**src/rtl/fifo_pkg.sv**
```systemverilog
// fifo_pkg: shared sizing so every datapath buffer agrees on word width and depth
package fifo_pkg;
    localparam int fifo_width = 8;
    localparam int fifo_depth = 8;
endpackage

```
**src/rtl/fifo_mem.sv**
```systemverilog
// fifo_mem: register array with one write port and one registered read port
module fifo_mem import fifo_pkg::*; #(
    parameter int width  = fifo_width,
    parameter int depth  = fifo_depth,
    parameter int addr_w = $clog2(depth)
) (
    input  logic              clk,
    input  logic              rst,
    input  logic              i_we,
    input  logic [addr_w-1:0] i_waddr,
    input  logic [width-1:0]  i_wdata,
    input  logic              i_re,
    input  logic [addr_w-1:0] i_raddr,
    output logic [width-1:0]  o_rdata
);
    logic [width-1:0] r_mem [depth];
    logic [width-1:0] r_rdata;
    assign o_rdata = r_rdata;
    // storage is never cleared; only accepted writes touch it
    always_ff @(posedge clk)
        if (i_we) r_mem[i_waddr] <= i_wdata;
    // read register clears on reset and holds unless a read is accepted
    always_ff @(posedge clk or posedge rst)
        if (rst) r_rdata <= '0;
        else if (i_re) r_rdata <= r_mem[i_raddr];
endmodule

```
**src/rtl/fifo.sv**
```systemverilog
// fifo: single-clock elastic buffer with registered read data and full/empty flags
module fifo import fifo_pkg::*; #(
    parameter int width = fifo_width,
    parameter int depth = fifo_depth
) (
    input  logic             clk,
    input  logic             rstn,
    input  logic             wr_en,
    input  logic             rd_en,
    input  logic [width-1:0] data_in,
    output logic [width-1:0] data_out,
    output logic             full,
    output logic             empty
);
    localparam int addr_w = $clog2(depth);
    logic [addr_w-1:0] r_wr_ptr, r_rd_ptr;
    logic [addr_w:0]   r_count, w_count_nxt;
    logic              r_full, r_empty, w_wr_acc, w_rd_acc;
    // a read frees a slot, so a write into a full buffer is legal alongside a read
    assign w_rd_acc = rd_en && !r_empty;
    assign w_wr_acc = wr_en && (!r_full || w_rd_acc);
    assign full     = r_full;
    assign empty    = r_empty;
    // occupancy moves only when exactly one side is accepted
    always_comb
        w_count_nxt = (w_wr_acc && !w_rd_acc) ? r_count + (addr_w+1)'(1) :
                      (!w_wr_acc && w_rd_acc) ? r_count - (addr_w+1)'(1) : r_count;
    // pointers wrap naturally because depth is a power of two; flags are registered from next count
    always_ff @(posedge clk or posedge rstn) begin
        if (rstn) begin
            r_wr_ptr <= '0;
            r_rd_ptr <= '0;
            r_count  <= '0;
            r_empty  <= 1'b1;
            r_full   <= 1'b0;
        end else begin
            if (w_wr_acc) r_wr_ptr <= r_wr_ptr + addr_w'(1);
            if (w_rd_acc) r_rd_ptr <= r_rd_ptr + addr_w'(1);
            r_count <= w_count_nxt;
            r_empty <= w_count_nxt == '0;
            r_full  <= w_count_nxt == (addr_w+1)'(depth);
        end
    end
    fifo_mem #(.width(width), .depth(depth), .addr_w(addr_w)) u_mem (
        .clk(clk),
        .rst(rstn),
        .i_we(w_wr_acc),
        .i_waddr(r_wr_ptr),
        .i_wdata(data_in),
        .i_re(w_rd_acc),
        .i_raddr(r_rd_ptr),
        .o_rdata(data_out)
    );
endmodule

```
**config.mk**
```make
export PLATFORM = sky130hd
export DESIGN_NAME = fifo
export DESIGN_NICKNAME = d
export VERILOG_FILES = /design/src/rtl/fifo_pkg.sv /design/src/rtl/fifo_mem.sv /design/src/rtl/fifo.sv
export SDC_FILE = /design/constraint.sdc
export NUM_CORES = 1
export LEC_CHECK = 0
export ABC_AREA = 0
export ABC_CLOCK_PERIOD_IN_PS = 4300
export BUFFER_PORTS_ARGS = -buffer_cell sky130_fd_sc_hd__buf_2
export CAP_MARGIN = 10
export CELL_PAD_IN_SITES_DETAIL_PLACEMENT = 1
export CELL_PAD_IN_SITES_GLOBAL_PLACEMENT = 2
export CORE_MARGIN = 3
export CORE_UTILIZATION = 25
export DETAILED_ROUTE_END_ITERATION = 8
export HOLD_SLACK_MARGIN = 0.05
export PLACE_DENSITY_LB_ADDON = 0.1
export SLEW_MARGIN = 20
export SYNTH_ARGS = -nofsm -noshare
export SYNTH_HDL_FRONTEND = slang
export SYNTH_HIERARCHICAL = 1
export SYNTH_SLANG_ARGS = --single-unit
```
**constraint.sdc**
```tcl
create_clock -name clk -period 4.3 [get_ports clk]
set_input_delay 0.86 -clock clk [delete_from_list [all_inputs] [get_ports clk]]
set_output_delay 0.86 -clock clk [all_outputs]
set_load 0.02 [all_outputs]
```
# Yosys cells after proc, flatten, opt, wreduce, memory -nomap -nowiden
# Memories as Yosys holds them, arrays and structs flattened. A register that Yosys moved wholly into a read port is not among the register bits.
# Cells that the tools add are included.
[totals]
reg_bits = 12
mem_bits_rw = 64
in_bits = 12
word_cells = 25
mem_count = 1
[mem_list]
columns = ["name", "words", "width", "rd", "rd_clocked_by_memory_dff", "wr", "line", "text"]
rows = [
  ["u_mem.r_mem", 8, 8, 1, 1, 1, "fifo_mem.sv:16", "logic [width-1:0] r_mem [depth];"],
]
[op_classes]
addsub = 4
eq_ne = 1
muxes = 4
reduce_logical = 10
[ops]
columns = ["op", "n"]
rows = [
  ["2-to-1 mux 4 bit", 2],
  ["adder 3 x 1 -> 3 bit (second input constant)", 2],
  ["adder 4 x 1 -> 4 bit (second input constant)", 1],
  ["== test 4 bit (second input constant)", 1],
  ["logical AND 1 bit", 4],
  ["logical NOT 1 bit", 4],
  ["logical NOT 4 bit", 1],
  ["subtractor 4 x 1 -> 4 bit (second input constant)", 1],
  ["2-to-1 mux 1 bit", 2],
  ["logical OR 1 bit", 1],
]

# Depth between registers and ports, before layout
[depth]
word_depth = 9
mapped_depth = 6

# Hierarchy
# Netlist, hierarchy kept.
[by_module_without_submodules]
columns = ["module", "n_inst", "cells_per_inst", "area_per_inst_um2", "seq_area_each_um2"]
rows = [
  ["fifo_mem", 1, 170, 2865.2, 2122.0],
  ["fifo", 1, 61, 681.9, 301.5],
]

# Worst setup path before layout
# No wires, ideal clock.
[synth_timing]
kind = "input-to-reg"
from = "input rd_en"
to = "memory u_mem/r_mem[0][0] (netlist bit), enable pin"
setup_time_ps = 383
t_arrival_ps = 2030
path_slack_ps = 1887
cell_stages = 5
cell_sequence = "nand2b_1 > buf_4 > a21boi_2 > nand2b_1 > nor3_1"
[synth_between]
elab_chain_len = 5
[synth_rtl]
columns = ["element", "line", "text"]
rows = [
  ["start, declared", "fifo.sv:9", "input logic rd_en,"],
  ["logical AND 1 bit", "fifo.sv:20", "assign w_rd_acc = rd_en && !r_empty;"],
  ["logical OR 1 bit", "fifo.sv:21", "assign w_wr_acc = wr_en && (!r_full || w_rd_acc);"],
  ["logical AND 1 bit", "fifo.sv:21", ""],
  ["net w_wr_acc", "fifo.sv:18", "logic r_full, r_empty, w_wr_acc, w_rd_acc;"],
  ["2-to-1 mux 1 bit", "fifo_mem.sv:21", "if (i_we) r_mem[i_waddr] <= i_wdata;"],
  ["2-to-1 mux 1 bit (not written as such)", "fifo_mem.sv:21", ""],
  ["end, declared", "fifo_mem.sv:16", ""],
]
# The timed path passes the listed nets, and every way through them passes these cells.

# Worst setup path after layout
[layout_timing]
from = "input rd_en"
to = "memory u_mem/r_mem[7][2] (netlist bit), enable pin"
# Same word-level chain as after synthesis.

==> results.txt <==
cell taking the most area after synthesis -> edfxtp_1
total die area -> 15650 µm²
Worst-Margin Slew -> 1.038 ns
largest net degree at the start of global routing -> 43
Max-slew headroom -> 30.79%
Worst Skew -> 0.008740 ns
most frequent cells in the layout -> edfxtp_1 (64), mux2i_1 (25), buf_2 (21)
FILL cells -> 1441
core area -> 13560 µm²
post-layout min period -> 2.384 ns
Avg WL per Cell -> 19.93 µm
Peak VDD IR -> 0.1570 mV
r2r worst-path depth -> 4
via count -> 1971
PwrDens -> 684.9 nW/µm²
Ys Warns -> 6
Hold WC Path Type -> in -> async
area grow syn2layout -> 14.74%
post-cts sizing count -> 0
Post-Synthesis Cells -> 231
WL final -> 8669 µm
Seq/Total Area, Yosys -> 68.32%
Setup crit end kind -> register
Setup-failing EPs final -> 0
crit-path max cell delay -> 0.64 ns
critical path required time -> 4.27 ns
footprint of the multi-input gates -> 1023 µm²
Post-synth ARST share -> 23.81%
Max-cap violations -> 0
Hold Slack -> 0.4771 ns
Reg area -> 2425 µm²
worst-path cell chain -> buf_2 -> nand2b_1 -> a21boi_2 -> nand2_1 -> nor2_1
Worst-Skew Late Latency -> 0.34 ns
cts bufs inserted -> 9
Clock transition at path regs -> 0.07 ns
CTS sink cnt -> 84
register bit total from synthesis -> 84
synth unique cells -> 44
DR pass1 iterations -> 4
leading cell type in the layout, fill and taps excluded -> edfxtp_1
Tot Pwr -> 2.788 mW
hpwl dp -> 5844 µm
ANT nets after route -> 0
CTS tree -> done
Die Width -> 125.1 µm
CTS H-tree depth -> 3
RSZ-0062 raised after global routing -> no
# IOs -> 22
main area contributors after synthesis -> edfxtp_1 (54%), dfrtp_1 (13%), mux2i_1 (7.1%), nor2b_1 (3.0%), a41o_1 (2.3%)
CP Launch Type -> input pin
Synth Flop Type -> edfxtp_1
GRT Total Usage -> 11.84%
max-slew violation count -> 0
Port Buffers -> 21
number of flops mapped to enable cells by yosys -> 64
vias in the first global route -> 2145
Max Clk Rate -> 419.4 MHz
DRC -> 0
initial antenna violation count -> 0
Max stage delay cell, worst path -> nor2_1
crit path max fanout -> 8
routability cong. -> 0.6843
Starting Density -> 26.16%
GRT overflow -> 0
kind of critical path -> in -> reg
Initial DRC Count -> 97
Synth top area share -> 54.18%
CTS root buf -> clkbuf_16
first-pass GRT wire length -> 13540 µm
status -> complete, no violations
Layout Nets -> 270
# rows -> 42
post-CTS setup buffers -> 0
Die Y-Extent -> 125.1 µm
n_diodes -> 0
Post-Syn Nets -> 247
layout cells sized above 1 -> 18.53%
Pleak -> 1.515 nW
setup TNS -> 0 ns
Via density -> 4.531
Mapped Area -> 3547 µm²
clock buffer depth -> 2
syn avg cell area -> 15.36 µm²
Hold-fix buffers, CTS -> 0
Fin. Hold Viols -> 0
Worst EP arrival -> 2.35 ns
period utilization -> 55.45%
## area by class of cell
type,count,area share [%]
flip-flops and latches,84,59.58
multi-input cells,131,25.15
clock buffers,11,5.718
well taps,176,5.410
repair buffers,22,2.767
clock inverters,5,0.7070
inverters,6,0.6763
## state kept, by name, summed over array words and instances (netlist names)
name           cells
full               1
r_rd_ptr           3
u_mem/r_mem       64
r_wr_ptr           3
empty              1
u_mem/o_rdata      8
r_count            4
## routing by layer
metal | global-route usage [%] | wire (µm) | vias to the layer above
met5 | 0 | 0 | -
met4 | 5.548 | 184 | 0
met3 | 2.644 | 258 | 12
met2 | 16.86 | 3839 | 34
met1 | 17.09 | 4386 | 1002
li1 | - | - | 923
## logic make-up after synthesis
| logic type | share of synthesized area [%] |
|---|---|
| multiplexers | 7.372 |
| adder cells (fa/ha/maj) | 1.411 |
| buffers and inverters | 2.963 |
| XOR/XNOR | 1.481 |
| flip-flops | 68.32 |
| AND/OR/NAND/NOR | 10.48 |
| AO/OA/AOI/OAI | 7.972 |
## report_power, final
part | internal (mW) | switching (mW)
logic | 0.339 | 0.445
clock network | 0.389 | 0.313
registers | 1.07 | 0.232
total | 1.80 | 0.990
## path summary, 6_finish.rpt
kind	start	to	slack [ns]
max	rd_en	u_mem/r_mem[7][2]$_DFFE_PP_	1.92
min	rstn	u_mem/o_rdata[3]$_DFFE_PP0P_	0.48
max reg2reg	empty$_DFF_PP1_	u_mem/r_mem[7][2]$_DFFE_PP_	2.07
min reg2reg	r_wr_ptr[2]$_DFFE_PP0P_	r_wr_ptr[2]$_DFFE_PP0P_	0.52
max in group asynchronous	rstn	r_rd_ptr[0]$_DFFE_PP0P_	3.35
min in group clk	r_wr_ptr[2]$_DFFE_PP0P_	r_wr_ptr[2]$_DFFE_PP0P_	0.52
## synthesized netlist by cell type, types with 2 or more instances
| cell type | count |
|---|---|
| a22oi_1 | 8 |
| dfrtp_1 | 19 |
| edfxtp_1 | 64 |
| nor2_1 | 10 |
| nor3_1 | 2 |
| buf_4 | 3 |
| nor2b_1 | 17 |
| mux2i_1 | 25 |
| nand2b_1 | 5 |
| xnor2_1 | 5 |
| a41o_1 | 8 |
| a211o_1 | 8 |
| inv_1 | 5 |
| nand3_1 | 9 |
| nand2_1 | 9 |
| ha_1 | 4 |
| buf_6 | 2 |
| buf_2 | 2 |
## metrics by stage
step | setup WS [ns] | area, µm² | cells | util [%]
2_1_floorplan | 1.887 | 3547 | 231 | -
3_3_place_gp | 1.436 | 3804 | 419 | 28.05
3_5_place_dp | 1.270 | 3804 | 419 | 28.05
4_1_cts | 1.650 | 4065 | 435 | 29.98
5_1_grt | 1.718 | 4070 | 435 | 30.02
6_report | 1.916 | 4070 | 435 | 30.02
## worst max-delay path: cells and delay by family
| kind | cells | cell delay [ns] |
|---|---|---|
| AOI/OAI and AO/OA | 1 | 0.37 |
| and+or+nand+nor | 3 | 1.04 |
| buffers and inverters | 1 | 0.09 |
No activity file was read; power rests on OpenSTA's default activity.
